<file path="src/rtl/spi_read_sequencer_if.sv">
// Signal bundle between the periodic read sequencer and its environment:
// control inputs, SPI reader handshake, captured data and status.
interface spi_read_sequencer_if;
  logic        en;
  logic        d_ready;
  logic [15:0] d;
  logic        err_clr;
  logic        rd;
  logic [15:0] sample;
  logic        sample_valid;
  logic        busy;
  logic [7:0]  sample_cnt;
  logic        timeout_err;
  logic        overrun;

  modport master (
    input  en, d_ready, d, err_clr,
    output rd, sample, sample_valid, busy, sample_cnt, timeout_err, overrun
  );

  modport slave (
    output en, d_ready, d, err_clr,
    input  rd, sample, sample_valid, busy, sample_cnt, timeout_err, overrun
  );
endinterface

</file>
<file path="src/rtl/spi_read_sequencer.sv">
// Launches a read of an external SPI reader every REFRESH_PERIOD cycles, captures the
// returned word, and flags request timeouts and refresh ticks that arrive while busy.
module spi_read_sequencer #(
  parameter int unsigned REFRESH_PERIOD = 40_000,
  parameter int unsigned TIMEOUT_CYCLES = 4096
) (
  input  logic                  clk,
  input  logic                  rst_l,
  spi_read_sequencer_if.master  bus
);

  localparam int unsigned TimerW = $clog2(REFRESH_PERIOD);
  localparam int unsigned ToutW  = $clog2(TIMEOUT_CYCLES + 1);
  localparam logic [TimerW-1:0] TimerMax = TimerW'(REFRESH_PERIOD - 1);
  localparam logic [ToutW-1:0]  ToutMax  = ToutW'(TIMEOUT_CYCLES - 1);

  typedef enum logic [1:0] {StIdle, StReq, StCapt, StRelease} state_e;

  state_e            state_q, state_d;
  logic [TimerW-1:0] timer_q, timer_d;
  logic [ToutW-1:0]  tout_q, tout_d;
  logic [15:0]       sample_q, sample_d;
  logic [7:0]        cnt_q, cnt_d;
  logic              rd_q, rd_d;
  logic              sample_valid_q, sample_valid_d;
  logic              timeout_err_q, timeout_err_d;
  logic              overrun_q, overrun_d;
  logic              tick;
  logic              tout_set;

  always_comb begin
    tick     = bus.en && (timer_q == TimerMax);
    timer_d  = (!bus.en || tick) ? '0 : timer_q + 1'b1;
    state_d  = state_q;
    tout_d   = '0;
    sample_d = sample_q;
    cnt_d    = cnt_q;
    tout_set = 1'b0;

    unique case (state_q)
      StIdle: begin
        if (tick) state_d = StReq;
      end
      StReq: begin
        // Data arriving on the last allowed cycle still counts as a capture.
        if (bus.d_ready) begin
          sample_d = bus.d;
          cnt_d    = cnt_q + 8'd1;
          state_d  = StCapt;
        end else if (tout_q == ToutMax) begin
          tout_set = 1'b1;
          state_d  = StRelease;
        end else begin
          tout_d = tout_q + 1'b1;
        end
      end
      StCapt: begin
        state_d = StRelease;
      end
      StRelease: begin
        if (!bus.d_ready) state_d = StIdle;
      end
      default: state_d = StIdle;
    endcase

    rd_d           = (state_d == StReq);
    sample_valid_d = (state_d == StCapt);
    // A new error event outranks a simultaneous clear.
    timeout_err_d  = tout_set | (timeout_err_q & ~bus.err_clr);
    overrun_d      = (tick && (state_q != StIdle)) | (overrun_q & ~bus.err_clr);
  end

  always_ff @(posedge clk or negedge rst_l) begin
    if (!rst_l) begin
      state_q        <= StIdle;
      timer_q        <= '0;
      tout_q         <= '0;
      sample_q       <= 16'h0000;
      cnt_q          <= 8'd0;
      rd_q           <= 1'b0;
      sample_valid_q <= 1'b0;
      timeout_err_q  <= 1'b0;
      overrun_q      <= 1'b0;
    end else begin
      state_q        <= state_d;
      timer_q        <= timer_d;
      tout_q         <= tout_d;
      sample_q       <= sample_d;
      cnt_q          <= cnt_d;
      rd_q           <= rd_d;
      sample_valid_q <= sample_valid_d;
      timeout_err_q  <= timeout_err_d;
      overrun_q      <= overrun_d;
    end
  end

  assign bus.rd           = rd_q;
  assign bus.sample       = sample_q;
  assign bus.sample_valid = sample_valid_q;
  assign bus.busy         = (state_q != StIdle);
  assign bus.sample_cnt   = cnt_q;
  assign bus.timeout_err  = timeout_err_q;
  assign bus.overrun      = overrun_q;

endmodule

</file>
<file path="src/flat_wrapper.sv">
// flat-port wrapper written by rule: the top's interface ports become plain ports
module spi_read_sequencer_flat 
#(
  parameter int unsigned REFRESH_PERIOD = 40_000,
  parameter int unsigned TIMEOUT_CYCLES = 4096
)
  (clk, rst_l, bus_en, bus_d_ready, bus_d, bus_err_clr, bus_rd, bus_sample, bus_sample_valid, bus_busy, bus_sample_cnt, bus_timeout_err, bus_overrun);
  spi_read_sequencer_if bus_i ();
  input  logic clk;
  input  logic rst_l;
  input wire logic [$bits(bus_i.en)-1:0] bus_en;
  input wire logic [$bits(bus_i.d_ready)-1:0] bus_d_ready;
  input wire logic [$bits(bus_i.d)-1:0] bus_d;
  input wire logic [$bits(bus_i.err_clr)-1:0] bus_err_clr;
  output wire logic [$bits(bus_i.rd)-1:0] bus_rd;
  output wire logic [$bits(bus_i.sample)-1:0] bus_sample;
  output wire logic [$bits(bus_i.sample_valid)-1:0] bus_sample_valid;
  output wire logic [$bits(bus_i.busy)-1:0] bus_busy;
  output wire logic [$bits(bus_i.sample_cnt)-1:0] bus_sample_cnt;
  output wire logic [$bits(bus_i.timeout_err)-1:0] bus_timeout_err;
  output wire logic [$bits(bus_i.overrun)-1:0] bus_overrun;
  assign bus_i.en = bus_en;
  assign bus_i.d_ready = bus_d_ready;
  assign bus_i.d = bus_d;
  assign bus_i.err_clr = bus_err_clr;
  assign bus_rd = bus_i.rd;
  assign bus_sample = bus_i.sample;
  assign bus_sample_valid = bus_i.sample_valid;
  assign bus_busy = bus_i.busy;
  assign bus_sample_cnt = bus_i.sample_cnt;
  assign bus_timeout_err = bus_i.timeout_err;
  assign bus_overrun = bus_i.overrun;
  spi_read_sequencer #(.REFRESH_PERIOD(REFRESH_PERIOD), .TIMEOUT_CYCLES(TIMEOUT_CYCLES)) u_core (.clk(clk), .rst_l(rst_l), .bus(bus_i));
endmodule
</file>
<file path="config.mk">
export PLATFORM = sky130hd
export DESIGN_NAME = spi_read_sequencer_flat
export DESIGN_NICKNAME = d
export VERILOG_FILES = /design/src/rtl/spi_read_sequencer_if.sv /design/src/rtl/spi_read_sequencer.sv /design/src/flat_wrapper.sv
export SDC_FILE = /design/constraint.sdc
export NUM_CORES = 1
export LEC_CHECK = 0
export CAP_MARGIN = 10
export CORE_MARGIN = 2
export CORE_UTILIZATION = 46
export DETAILED_ROUTE_END_ITERATION = 7
export GPL_TIMING_DRIVEN = 0
export HOLD_SLACK_MARGIN = 0.03
export PLACE_DENSITY = 0.75
export SYNTH_ARGS = -nofsm -noshare
export SYNTH_HDL_FRONTEND = slang
export SYNTH_SLANG_ARGS = --single-unit
</file>
<file path="constraint.sdc">
create_clock -name clk -period 1.5 [get_ports clk]
set_input_delay 0.15 -clock clk [delete_from_list [all_inputs] [get_ports clk]]
set_output_delay 0.15 -clock clk [all_outputs]
set_load 0.01 [all_outputs]
</file>
==> results.py, run 1 <==
metrics = {
    "yosys": {
        "synth_area_leader_cell": "dfrtp_1",
        "ys_seq_area_share_pct": 58.10,
        "yosys_most_used_dff": "dfrtp_1",
        "synth.avg_cell_area_um2": 9.812,
        "async_reset_ff_share_pct": 100.0,
        "synth_most_common_cell": "nand2_1",
        "synth.area.top_cells": "dfrtp_1 (58%), nand2_1 (9.3%), xnor2_1 (6.9%), nor2_1 (4.6%), xor2_1 (2.8%)",
        "post_synth_instance_area_mm2": 0.002541,
        "yosysWarnings": 0,
        "ys_top_cells_by_count": "nand2_1 (63), dfrtp_1 (59), nor2_1 (31)",
        "ys_types": 29,
        "synth_edf_count": 0,
        "synthCells": 259,
        "ys_seq_elements": 59,
        "synth_top_cell_area_share_pct": 58.10,
        "postSynthNetCount": 283,
    },
    "layout": {
        "finish.net_count": 373,
        "final_layout_size_suffix_gt1_share_pct": 24.58,
        "syn_to_final_growth_pct": 49.73,
        "n_antenna_cell": 0,
        "multi_input_area_mm2": 0.001202,
        "final_cell_count_no_fill": 426,
        "fillCellCount": 407,
        "sequential_cell_area_mm2": 0.001476,
    },
    "worst_setup_path": {
        "critical_path.slowest_cell": "dfrtp_1",
        "startpoint_type": "flip-flop",
        "critPathMaxFanout": 5,
        "critPathKind": "flip-flop to flip-flop",
        "cp_cell_sequence": "ha_2 -> nand4_1 -> nand4b_1 -> buf_4 -> nand2_4 -> buf_8 -> nor2_1",
        "critical_path_required_ps": 1720,
        "critical_path_buffers_and_inverters": 2,
        "worstPathArrival_ps": 1910,
        "worstSetupEndpointType": "flip-flop",
        "gate_family_responsible_for_the_most_delay_along_the_worst_path": "simple AND/OR/NAND/NOR gates",
        "slowest_delay_ps": 400,
    },
    "pwr": {
        "power_frac_clock_pct": 31.0,
        "p_switching_mw": 1.580,
        "cellInternalPower_mw": 3.709,
        "max-vdd-ir-drop_mv": 1.039,
        "leakage_nw": 1.706,
        "p_sw_share_pct": 29.87,
        "sequentialPowerShare_pct": 40.1,
        "power.density_cell_area_mw_per_mm2": 1390,
        "comb_power_share_pct": 28.9,
    },
    "clock_tree": {
        "clock_sink_count": 59,
        "cts_inserted_buffers": 9,
        "cts_tree": "done",
        "cts_root_buf": "clkbuf_8",
        "clock_path_buffers": 2,
        "insertion_delay_ps": 340,
        "clock_edge_transition_at_the_registers_on_the_reported_setup_and_hold_paths_ps": 70,
        "htree_num_levels": 3,
    },
    "flow_run": {
        "max_cap_check_violation_count": 0,
    },
    "placed_design": {
        "detailedPlace.worstSlack_ps": -358.9,
        "gp_routability_congestion": 0.7613,
        "placed_cells": 381,
        "place.port_buffers": 49,
        "dpl.hpwl_mm": 3.513,
    },
    "sta": {
        "min_period_ps": 1687,
        "post-route-worst-setup-slack_ps": -187.2,
        "worst_clock_skew_ps": 9.399,
        "timing.slew.headroom_pct": 70.94,
        "rsz_0062_raised_after_global_routing": "yes",
        "endpoints_failing_hold": 0,
        "fmax_ghz": 0.5927,
        "tightest_slew_ps": 435.9,
        "count_of_pins_over_their_slew_limit": 0,
        "fin_crit_sh_pct": 112.5,
        "final-setup-viol-count": 20,
        "finalHoldWorstSlack_ps": 278.0,
    },
    "drt": {
        "drt_iter0_markers": 77,
        "num_vias": 2113,
        "via_per_inst": 4.960,
        "wl_mm": 6.025,
        "antenna_nets_post_route": 0,
        "drt_first_pass_iters": 4,
        "drt-wirelength-per-cell_um": 14.14,
        "drc": 0,
    },
    "global_route": {
        "largest_net_degree_at_the_start_of_global_routing": 42,
        "grt_pass1_vias": 2109,
        "grt_antenna_before_repair": 0,
        "overflow": 0,
        "globalRouteTotalUtil_pct": 20.47,
        "grt_first_pass_wirelength_mm": 9.632,
    },
    "hold_path": {
        "timing.hold.worst.class": "input pin to asynchronous set/reset pin",
    },
    "die": {
        "placement_rows": 27,
        "die-height_um": 78.33,
        "chipWidth_um": 78.33,
        "start_util_pct": 47.01,
        "core_region_area_mm2": 0.005405,
        "die_area_mm2": 0.006135,
        "boundaryPins": 50,
    },
    "outcome": {
        "failed_checks": "negative setup slack",
        "run_status": "finished with violations",
    },
}
[flip-flops by register name, summed over array words and instances, names as in the netlist]
signal	cells
u_core.bus.timeout_err	1
u_core.timer_q	16
u_core.bus.sample_valid	1
u_core.bus.sample	16
u_core.bus.rd	1
u_core.state_q	2
u_core.bus.sample_cnt	8
u_core.tout_q	13
u_core.bus.overrun	1
[metrics by stage]
step | utilization, % | instance area, um^2 | total power [mW] | TNS, ps
detailed placement | 58.36 | 3154 | 3.501 | -8599
global route | 70.39 | 3805 | 5.578 | -4291
global placement | 58.08 | 3139 | 3.459 | -99770
CTS | 67.25 | 3635 | 5.246 | -513.7
finish | 70.39 | 3805 | 5.288 | -2812
floorplan | - | 2559 | 2.708 | -123.3
[what timing repair did]
action                     CTS  global route
hold endpoints to repair    18             0
hold buffers                 1             0
setup buffers               23             4
gates cloned                 1             1
resized for setup           19            34
setup endpoints to repair   41            44
pin swaps                    9             8
[logic make-up after synthesis]
family | count (synthesis) | share of synthesized area (%)
and+or+nand+nor | 144 | 26.05
adders and majority gates | 3 | 1.477
xor gates and xnor gates | 28 | 9.651
AOI/OAI and AO/OA | 12 | 2.560
muxes | 1 | 0.3939
buffers and inverters | 12 | 1.772
DFF | 59 | 58.10
[power by group through the flow]
stage | Combinational, mW | Clock [mW] | Sequential (mW)
after detailed placement | 1.35 | 0 | 2.15
after global routing | 1.67 | 1.75 | 2.16
final | 1.53 | 1.64 | 2.12
after CTS | 1.45 | 1.67 | 2.13
after global placement | 1.33 | 0 | 2.13
after floorplan | 0.460 | 0 | 2.25
[final cells by class]
class / instances / share of cell area (%)
Multi-Input combinational cell: 189 / 31.60
Tap cell: 72 / 2.368
Clock inverter: 4 / 1.907
Sequential cell: 59 / 38.80
Buffer: 3 / 0.7234
Timing Repair Buffer: 79 / 19.70
Clock buffer: 12 / 4.078
Inverter: 8 / 0.8221
[path summary, 6_finish.rpt]
check                                    startpoint                  endpoint  slack [ps]  depth (start not counted)
min                                           rst_l          u_core.tout_q[1]         280                          2
max in group asynchronous                     rst_l         u_core.timer_q[7]         660                          3
max                               u_core.timer_q[1]        u_core.timer_q[14]        -190                          7
min reg2reg                u_core.bus.sample_cnt[7]  u_core.bus.sample_cnt[7]         480                          1
max reg2reg                       u_core.timer_q[1]        u_core.timer_q[14]        -190                          7
min in group clk                          bus_d[15]     u_core.bus.sample[15]         330                          3
[routing by layer]
| layer | global-route usage [%] | up-vias | share of wire (%) |
|---|---|---|---|
| met4 | 7.895 | 0 | 1.6 |
| met3 | 7.241 | 8 | 3.7 |
| met1 | 24.52 | 1031 | 42 |
| met2 | 33.97 | 45 | 52 |
| met5 | 0 | - | 0 |
| li1 | - | 1029 | - |
[layout by cell type, fill, tap and decap left out, types with 2 or more instances in the layout]
master,count
nand2_2,2
nand4_1,4
or3_1,3
nor3_1,6
dfrtp_1,59
nand3_2,2
nor3_2,2
nand2_4,3
bufinv_16,2
dlygate4sd2_1,2
buf_4,26
clkinv_2,2
o21ai_0,3
dlymetal6s2s_1,2
inv_1,7
nand2b_1,3
or4_4,2
nor2_1,18
nand2_1,59
nand3_1,13
and3_1,4
xnor2_1,20
a21oi_2,3
nor2_2,9
clkbuf_8,11
clkdlybuf4s50_1,44
xor2_1,8
nor2_4,4
buf_2,2
Power figures use the tool's default switching activity.
==> inputs of run 2 (changes only) <==
--- a/config.mk
+++ b/config.mk
@@ -7,11 +7,11 @@
 export LEC_CHECK = 0
 export CAP_MARGIN = 10
 export CORE_MARGIN = 2
-export CORE_UTILIZATION = 46
+export CORE_UTILIZATION = 40
 export DETAILED_ROUTE_END_ITERATION = 7
 export GPL_TIMING_DRIVEN = 0
 export HOLD_SLACK_MARGIN = 0.03
-export PLACE_DENSITY = 0.75
+export PLACE_DENSITY = 0.67
 export SYNTH_ARGS = -nofsm -noshare
 export SYNTH_HDL_FRONTEND = slang
 export SYNTH_SLANG_ARGS = --single-unit
==> run 2 against run 1 <==
Net effect:
- the flow still finishes with violations (negative setup slack)
- utilization decreased by 10 points
- hold slack improved by 65 ps
- critical path depth decreased by 3
- critical endpoint is now u_core.timer_q[11]
==> results.py, run 2 (synthesis gave the netlist of run 1 again) <==
metrics = {
    "outcome": {
        "run_status": "finished with violations",
        "failed_checks": "negative setup slack",
    },
    "drt": {
        "drt_first_pass_iters": 4,
        "wl_mm": 5.859,
        "drt_iter0_markers": 59,
        "via_per_inst": 4.874,
        "drc": 0,
        "antenna_nets_post_route": 0,
        "drt-wirelength-per-cell_um": 13.63,
        "num_vias": 2096,
    },
    "die": {
        "chipWidth_um": 83.71,
        "die-height_um": 83.71,
        "die_area_mm2": 0.007007,
        "placement_rows": 29,
        "core_region_area_mm2": 0.006241,
        "start_util_pct": 40.72,
        "boundaryPins": 50,
    },
    "sta": {
        "count_of_pins_over_their_slew_limit": 0,
        "timing.slew.headroom_pct": 63.07,
        "rsz_0062_raised_after_global_routing": "yes",
        "final-setup-viol-count": 14,
        "post-route-worst-setup-slack_ps": -115.3,
        "fin_crit_sh_pct": 107.7,
        "min_period_ps": 1615,
        "tightest_slew_ps": 554.0,
        "finalHoldWorstSlack_ps": 343.0,
        "endpoints_failing_hold": 0,
        "fmax_ghz": 0.6191,
        "worst_clock_skew_ps": 10.54,
    },
    "worst_setup_path": {
        "critical_path_required_ps": 1760,
        "critPathMaxFanout": 6,
        "worstPathArrival_ps": 1870,
        "cp_cell_sequence": "nand3_2 -> or4_4 -> or3_4 -> a21oi_2",
        "ff2ff_path_depth": 4,
        "slowest_delay_ps": 580,
        "worstSetupEndpointType": "flip-flop",
        "startpoint_type": "flip-flop",
        "critical_path.slowest_cell": "or4_4",
        "critPathKind": "flip-flop to flip-flop",
    },
    "clock_tree": {
        "clock_path_buffers": 2,
        "insertion_delay_ps": 330,
        "cts_root_buf": "clkbuf_8",
        "htree_num_levels": 3,
        "clock_edge_transition_at_the_registers_on_the_reported_setup_and_hold_paths_ps": 70,
        "clock_sink_count": 59,
        "cts_tree": "done",
        "cts_inserted_buffers": 9,
    },
    "pwr": {
        "cellInternalPower_mw": 3.521,
        "leakage_nw": 1.674,
        "sequentialPowerShare_pct": 42.2,
        "p_sw_share_pct": 30.16,
        "max-vdd-ir-drop_mv": 1.058,
        "p_switching_mw": 1.520,
        "comb_power_share_pct": 28.8,
        "power.density_cell_area_mw_per_mm2": 1339,
        "final_total_power_mw": 5.041,
        "power_frac_clock_pct": 29.0,
    },
    "global_route": {
        "grt_first_pass_wirelength_mm": 9.384,
        "grt_antenna_before_repair": 0,
        "grt_pass1_vias": 2048,
        "largest_net_degree_at_the_start_of_global_routing": 38,
        "overflow": 0,
        "globalRouteTotalUtil_pct": 16.64,
    },
    "layout": {
        "fillCellCount": 526,
        "n_antenna_cell": 0,
        "finish.net_count": 372,
        "leading_cell_types_in_the_layout_fill_and_taps_excluded": "nand2_1 (60), dfrtp_1 (57), clkdlybuf4s50_1 (45)",
        "utilization_pct": 60.30,
        "most_frequent_standard_cell_in_the_layout_excluding_fill_and_tap_cells": "nand2_1",
        "final_layout_size_suffix_gt1_share_pct": 23.51,
        "syn_to_final_growth_pct": 48.10,
        "final_standard_cell_area_without_fillers_mm2": 0.003764,
    },
    "flow_run": {
        "max_cap_check_violation_count": 0,
    },
    "placed_design": {
        "dpl.hpwl_mm": 3.550,
        "place.port_buffers": 49,
        "gp_routability_congestion": 0.7783,
        "postPlaceCellArea_mm2": 0.003161,
        "detailedPlace.worstSlack_ps": -345.2,
    },
    "hold_path": {
        "timing.hold.worst.class": "input pin to asynchronous set/reset pin",
    },
}
-- run 2: worst max-delay path: cells and delay by family, from the launching register on --
family	cells	cell delay (ps)
flops	1	410
simple gates	3	1020
compound gates	1	120
-- run 2: final cells by class --
cell class                 instances  area, um^2  share of cell area [%]
sequential                        59        1479                   39.30
multi-input combinational        189        1197                   31.82
timing repair buffer              79       737.0                   19.58
clock buffer                      12       155.1                   4.122
tap                               77       96.34                   2.560
clock inverter                     4       48.80                   1.297
inverter                           8       31.28                  0.8311
buffer                             2       18.77                  0.4987
-- run 2: metal layers --
layer  share of wire [%]  track usage (%)  routed length, um
met4                 1.8            5.718                103
met5                   0                0                  0
met1                  43            20.81               2529
met2                  51            26.91               2966
met3                 4.4            5.836                260
-- run 2: path summary, 6_finish.rpt --
kind,startpoint,to,slack [ps]
min in group clk,bus_d[6],u_core.bus.sample[6],350
setup / recovery,u_core.timer_q[4],u_core.timer_q[11],-120
setup reg to reg,u_core.timer_q[4],u_core.timer_q[11],-120
max in group asynchronous,rst_l,u_core.state_q[1],540
hold / removal,rst_l,u_core.tout_q[4],340
hold reg to reg,u_core.bus.sample_cnt[7],u_core.bus.sample_cnt[7],470
-- run 2: timing repair --
action,4_1_cts,5_1_grt
gates cloned,1,1
pin swaps,8,14
buffers inserted,13,14
gates resized for setup,14,36
endpoints found under the hold margin,22,0
setup endpoints to repair,40,42
hold buffers,1,0
-- run 2: stage by stage --
step           setup TNS (ps)  std cells
2_1_floorplan          -123.3        259
3_3_place_gp          -106200        385
3_5_place_dp            -8940        386
4_1_cts                -846.6        416
5_1_grt                 -1955        430
6_report               -565.6        430
-- run 2: power groups by stage --
| stage | Clock [mW] | Sequential, mW | Combinational, mW |
|---|---|---|---|
| after detailed placement | 0 | 2.14 | 1.36 |
| final | 1.46 | 2.13 | 1.45 |
| after global routing | 1.58 | 2.17 | 1.60 |
| after floorplan | 0 | 2.25 | 0.460 |
| after global placement | 0 | 2.14 | 1.33 |
| after CTS | 1.51 | 2.12 | 1.42 |
